### src/rtl/fsm_moore_sequence_tx.sv
// ---------------------------------------------------------------------------
// fsm_moore_sequence_tx
//
// Moore-style serial frame transmitter. A parallel payload is taken in over a
// valid/ready handshake and sent one bit per clock on o_data_out as
//   PREAMBLE (3 bits, bit 2 first) -> payload (MSB first) -> GAP_CYCLES zeros
// after which the block returns to IDLE and pulses o_frame_done for one cycle.
// The preamble gives a downstream "101" detector a fixed pattern to lock onto.
//
// State table
//   state      | meaning
//   -----------+--------------------------------------------------------------
//   S_IDLE     | waiting for a payload, o_ready=1, line held at 0
//   S_PREAMBLE | sending PREAMBLE[2], [1], [0] (pre_cnt_q = 0,1,2)
//   S_DATA     | sending shift-register MSB, shifting left with 0 fill
//   S_GAP      | driving GAP_CYCLES zero bits before returning to IDLE
//
// Ports
//   i_clock      : system clock, all logic on the rising edge
//   i_reset      : synchronous reset, active-high, overrides everything
//   i_data       : payload word, latched only on an accepted handshake
//   i_valid      : payload present
//   o_ready      : block can accept a payload (IDLE only)
//   o_data_out   : registered serial bit stream
//   o_busy       : high in PREAMBLE, DATA and GAP
//   o_frame_done : one-cycle pulse in the first IDLE cycle after a frame
// ---------------------------------------------------------------------------
module fsm_moore_sequence_tx #(
  parameter int unsigned DATA_WIDTH = 8,
  parameter logic [2:0]  PREAMBLE   = 3'b101,
  parameter int unsigned GAP_CYCLES = 2
) (
  input  logic                  i_clock,
  input  logic                  i_reset,
  input  logic [DATA_WIDTH-1:0] i_data,
  input  logic                  i_valid,
  output logic                  o_ready,
  output logic                  o_data_out,
  output logic                  o_busy,
  output logic                  o_frame_done
);

  localparam int unsigned BIT_CNT_W = ($clog2(DATA_WIDTH + 1) < 1) ? 1 : $clog2(DATA_WIDTH + 1);
  localparam int unsigned GAP_CNT_W = ($clog2(GAP_CYCLES + 1) < 1) ? 1 : $clog2(GAP_CYCLES + 1);

  // Terminal-count values: the counters hold the index of the bit currently
  // on the line, so the last cycle of a state is reached at COUNT-1.
  localparam logic [BIT_CNT_W-1:0] BIT_LAST = BIT_CNT_W'(DATA_WIDTH - 1);
  localparam logic [GAP_CNT_W-1:0] GAP_LAST = GAP_CNT_W'((GAP_CYCLES == 0) ? 0 : GAP_CYCLES - 1);

  typedef enum logic [1:0] {
    S_IDLE     = 2'd0,
    S_PREAMBLE = 2'd1,
    S_DATA     = 2'd2,
    S_GAP      = 2'd3
  } state_e;

  state_e                  state_q;
  logic [DATA_WIDTH-1:0]   shift_q;
  logic [DATA_WIDTH-1:0]   shift_d;
  logic [1:0]              pre_cnt_q;
  logic [BIT_CNT_W-1:0]    bit_cnt_q;
  logic [BIT_CNT_W-1:0]    bit_cnt_d;
  logic [GAP_CNT_W-1:0]    gap_cnt_q;
  logic [GAP_CNT_W-1:0]    gap_cnt_d;
  logic                    data_out_q;
  logic                    frame_done_q;

  always_comb begin
    shift_d   = shift_q << 1;
    bit_cnt_d = bit_cnt_q + BIT_CNT_W'(1);
    gap_cnt_d = gap_cnt_q + GAP_CNT_W'(1);
  end

  // The line value is registered together with the state transition, so
  // data_out_q always carries the bit belonging to the state being entered.
  always_ff @(posedge i_clock) begin
    if (i_reset) begin
      state_q      <= S_IDLE;
      shift_q      <= '0;
      pre_cnt_q    <= '0;
      bit_cnt_q    <= '0;
      gap_cnt_q    <= '0;
      data_out_q   <= 1'b0;
      frame_done_q <= 1'b0;
    end else begin
      frame_done_q <= 1'b0;
      case (state_q)
        S_IDLE: begin
          data_out_q <= 1'b0;
          if (i_valid) begin
            state_q    <= S_PREAMBLE;
            shift_q    <= i_data;
            pre_cnt_q  <= 2'd0;
            data_out_q <= PREAMBLE[2];
          end
        end

        S_PREAMBLE: begin
          if (pre_cnt_q == 2'd2) begin
            state_q    <= S_DATA;
            bit_cnt_q  <= '0;
            data_out_q <= shift_q[DATA_WIDTH-1];
            shift_q    <= shift_d;
          end else begin
            pre_cnt_q  <= pre_cnt_q + 2'd1;
            data_out_q <= (pre_cnt_q == 2'd0) ? PREAMBLE[1] : PREAMBLE[0];
          end
        end

        S_DATA: begin
          if (bit_cnt_q == BIT_LAST) begin
            data_out_q <= 1'b0;
            if (GAP_CYCLES == 0) begin
              state_q      <= S_IDLE;
              frame_done_q <= 1'b1;
            end else begin
              state_q   <= S_GAP;
              gap_cnt_q <= '0;
            end
          end else begin
            bit_cnt_q  <= bit_cnt_d;
            data_out_q <= shift_q[DATA_WIDTH-1];
            shift_q    <= shift_d;
          end
        end

        S_GAP: begin
          data_out_q <= 1'b0;
          if (gap_cnt_q == GAP_LAST) begin
            state_q      <= S_IDLE;
            frame_done_q <= 1'b1;
          end else begin
            gap_cnt_q <= gap_cnt_d;
          end
        end

        default: begin
          state_q    <= S_IDLE;
          data_out_q <= 1'b0;
        end
      endcase
    end
  end

  assign o_ready      = (state_q == S_IDLE);
  assign o_busy       = (state_q != S_IDLE);
  assign o_data_out   = data_out_q;
  assign o_frame_done = frame_done_q;

endmodule

### config.mk
export PLATFORM = sky130hd
export DESIGN_NAME = fsm_moore_sequence_tx
export DESIGN_NICKNAME = d
export VERILOG_FILES = /design/src/rtl/fsm_moore_sequence_tx.sv
export SDC_FILE = /design/constraint.sdc
export NUM_CORES = 1
export LEC_CHECK = 0
export BUFFER_PORTS_ARGS = -buffer_cell sky130_fd_sc_hd__buf_2
export CAP_MARGIN = 20
export CORE_ASPECT_RATIO = 0.7
export CORE_UTILIZATION = 55
export CTS_CLUSTER_DIAMETER = 30
export DETAILED_ROUTE_END_ITERATION = 6
export GPL_TIMING_DRIVEN = 0
export PLACE_DENSITY = 0.88
export SLEW_MARGIN = 25
export SYNTH_ARGS = -nofsm -noshare
export SYNTH_HDL_FRONTEND = slang
export SYNTH_SLANG_ARGS = --single-unit
### constraint.sdc
create_clock -name i_clock -period 1.95 [get_ports i_clock]
set_input_delay 0.0975 -clock i_clock [delete_from_list [all_inputs] [get_ports i_clock]]
set_output_delay 0.0975 -clock i_clock [all_outputs]
set_load 0.01 [all_outputs]
==> flow_metrics.tcl <==
set metrics [dict create \
    maxcap_violations 0 \
    grt_max_degree 12 \
    worstSetupStartpointType "flop" \
    totalNegativeSetupSlack_ns 0 \
    yosys.cell_types.count 31 \
    max_stage_delay_ns 0.37 \
    numPortBuffers 14 \
    synth_area_per_cell_sq_um 9.32 \
    dpl_cell_area_sq_um 1240 \
    average_wire_per_cell_in_the_routed_design_um 13.9 \
    drt_drc_violations_left 0 \
    die_area_sq_um 2270 \
    met2_wirelength_um 1110 \
    first_iteration_detailed_routing_drc_count 14 \
    pwr-share-clk_pct 12.1 \
    finalHoldViolCount 0 \
    post_synthesis_net_count 143 \
    drt-total-wl_um 2300 \
    area_delta_synth_final_pct 14.4 \
    critPathMaxFanout 9 \
    run_status "completed" \
    m1WireLength_um 1120 \
    timing_max_transition_violations_final 0 \
    die_h_um 40.2 \
    layout_min_cycle_time_ns 1.81 \
    flip_flop_and_latch_count_after_synthesis 20 \
    final_area_sq_um 1310 \
    p_seq_share_pct 30.7 \
    share_of_cells_above_drive_strength_1_pct 23.6 \
    finish.cell_count_without_fillers 166 \
    total_gr_overflow 0 \
    htreeDepth 1 \
    critical_path_class "reg -> reg" \
    cts_buffer_depth 2 \
    max_slew_margin_pct 65.9 \
    worst_slew_pin_tran_ns 0.511 \
    leading_cell_types_in_the_layout_fill_and_taps_excluded "sky130_fd_sc_hd__dfxtp_1, sky130_fd_sc_hd__nor2_1, sky130_fd_sc_hd__buf_2" \
    antenna_cells_inserted 0 \
    crit_path_top_delay_cell "sky130_fd_sc_hd__dfxtp_2" \
    boundaryPins 15 \
    grt_pass1_vias 799 \
    grt_setup_unrepaired "false" \
    setup-violations-final 0 \
    cts_tree "built" \
    routabilityCongestion 0.808 \
    clock-skew-final_ns 0.00385 \
    setup.worst_path.end_class "flop" \
    numPlacedInstances 159 \
    syn_area_sq_um 1150 \
    clk_root_buffer_cell "sky130_fd_sc_hd__clkbuf_4" \
    worstPathArrival_ns 2.03 \
    synth.yosys.seq_area_share_pct 34.9 \
    clock_slew_seen_by_the_registers_of_the_worst_setup_and_hold_paths_ns 0.11 \
    core_area_sq_um 1900 \
    final_nets 165 \
    switching_power_uw 823 \
    route.vias.total 934 \
    post_drt_via_cell_ratio 5.63 \
    post_synth_inst_count 123 \
    floorplan.die.width_um 56.6 \
    internal_power_uw 1170 \
    routed.top_layer "met4" \
    fin_crit_sh_pct 93.0 \
    p_comb_share_pct 57.2 \
    detailedRoute.firstPassIterationCount 4 \
    ir_worst_vdd_mv 0.958 \
    number_of_buffer_and_inverter_stages_on_the_critical_path 3 \
    switching_share_pct 41.4 \
    rows 13 \
    grt_first_pass_wirelength_um 3570 \
    fmax_ghz 0.551 \
    detailedPlacementHpwl_um 1740 \
    static-leakage-power_uw 0.000540 \
    drtAntennaViolNets 0 \
    cts_inserted_buffers 3 \
    fin_worst_hold_slack_ns 0.0696 \
    clock_insertion_delay_worst_skew_ns 0.30 \
    grt_antenna_before_repair 0 \
    overall_fraction_of_global_route_tracks_in_use_pct 21.2 \
    initial_core_util_pct 60.2 \
    cell_type_group_with_the_largest_total_delay_on_the_critical_path "simple AND/OR/NAND/NOR gates" \
    final_common_cell "sky130_fd_sc_hd__dfxtp_1" \
    crit_required_ns 2.17 \
    critical_path.cell_chain "inv_1 > ha_1 > buf_6 > and4b_4 > nor4_4 > buf_4 > nor2_1 > a211oi_1" \
    detailed_route_wirelength_on_metal3_um 68 \
    yosysWarningCount 0 \
    layout_utilization_pct 68.9 \
    path_type_of_the_worst_min_delay_path "in -> reg" \
    power-per-cell-area_nw_per_um2 1520 \
    cts.sinks 20 \
]
Yosys cell counts:
library cell / n / share of area, %
sky130_fd_sc_hd__dfxtp_1: 20 / 35
sky130_fd_sc_hd__nor2_1: 15 / 4.9
sky130_fd_sc_hd__ha_1: 9 / 9.8
sky130_fd_sc_hd__mux2i_1: 9 / 7.9
sky130_fd_sc_hd__inv_1: 8 / 2.6
sky130_fd_sc_hd__a211oi_1: 6 / 3.9
sky130_fd_sc_hd__a21oi_1: 6 / 2.6
sky130_fd_sc_hd__and2_1: 5 / 2.7
sky130_fd_sc_hd__nand2_1: 5 / 1.6
sky130_fd_sc_hd__nor2b_1: 4 / 2.2
sky130_fd_sc_hd__nor3_1: 4 / 1.7
sky130_fd_sc_hd__a211oi_2: 3 / 3.3
sky130_fd_sc_hd__nand2b_1: 3 / 1.6
sky130_fd_sc_hd__nand3b_1: 3 / 2.0
sky130_fd_sc_hd__o21ai_0: 3 / 1.3
sky130_fd_sc_hd__a2111oi_0: 2 / 1.5
sky130_fd_sc_hd__buf_6: 2 / 2.0
sky130_fd_sc_hd__clkbuf_1: 2 / 0.66
sky130_fd_sc_hd__nand3_1: 2 / 0.87
sky130_fd_sc_hd__a2111oi_2: 1 / 1.3
sky130_fd_sc_hd__a22oi_1: 1 / 0.66
sky130_fd_sc_hd__a32oi_1: 1 / 0.76
sky130_fd_sc_hd__and4b_4: 1 / 1.2
sky130_fd_sc_hd__buf_2: 1 / 0.44
sky130_fd_sc_hd__nand3b_4: 1 / 1.7
sky130_fd_sc_hd__nor2b_4: 1 / 1.2
sky130_fd_sc_hd__nor3b_1: 1 / 0.66
sky130_fd_sc_hd__nor4_4: 1 / 1.9
sky130_fd_sc_hd__o21bai_1: 1 / 0.66
sky130_fd_sc_hd__o31ai_1: 1 / 0.66
sky130_fd_sc_hd__or4_1: 1 / 0.66
sequential cells by signal, summed over array words and instances (netlist names):
name / flops
gap_cnt_q: 2
pre_cnt_q: 2
o_data_out: 1
o_frame_done: 1
shift_q: 8
state_q: 2
bit_cnt_q: 4
metal layers:
metal / vias to the layer above / global-route usage [%]
met4: 0 / 3.66
li1: 479 / -
met1: 446 / 26.8
met2: 7 / 36.2
met3: 2 / 7.74
met5: - / 0
logic make-up after synthesis:
kind of cell	synth area share [%]
mux	7.86
buf+inv	5.68
flops	34.9
compound gates	16.7
simple gates	25.0
fa+ha+maj	9.83
power groups by stage:
stage                     combinational, uW  sequential (uW)  clock [uW]
after detailed placement               1080              619           0
after global routing                   1240              628         258
after global placement                 1020              610           0
final                                  1140              611         240
after CTS                              1090              608         242
after floorplan                         861              604           0
area by class of cell:
| class | count | area (sq um) |
|---|---|---|
| clock buffer | 4 | 36.3 |
| tap | 22 | 27.5 |
| buffer | 5 | 35.0 |
| timing repair buffer | 17 | 95.1 |
| multi-input combinational | 90 | 684 |
| sequential | 20 | 403 |
| inverter | 8 | 30.0 |
| fill | 140 | 592 |
through the flow:
step           power [uW]  setup WS (ns)
5_1_grt              2120        0.00391
3_3_place_gp         1630          0.128
2_1_floorplan        1460          0.250
6_report             1990          0.136
4_1_cts              1940         0.0572
3_5_place_dp         1700         0.0788
repair_timing:
action | CTS | global route
setup buffers | 0 | 2
gates resized for setup | 0 | 4
endpoints found under the hold margin | 1 | 0
setup endpoints to repair | 0 | 4
hold buffers | 1 | 0
worst paths after layout:
path | start | endpoint | slack [ns] | depth (start not counted)
worst max-delay path | state_q[0]$_SDFFE_PP0P_ | shift_q[1]$_SDFFE_PP0P_ | 0.14 | 8
worst min-delay path | i_data[0] | shift_q[0]$_SDFFE_PP0P_ | 0.07 | 3
worst max register to register | state_q[0]$_SDFFE_PP0P_ | shift_q[1]$_SDFFE_PP0P_ | 0.14 | 8
worst min register to register | shift_q[0]$_SDFFE_PP0P_ | shift_q[0]$_SDFFE_PP0P_ | 0.48 | 2
tightest hold or removal path, cell delays in order:
cell                       delay [ns]
sky130_fd_sc_hd__buf_2           0.10
sky130_fd_sc_hd__nand3b_1        0.07
sky130_fd_sc_hd__a21oi_1         0.06
No activity file was read; power rests on OpenSTA's default activity.
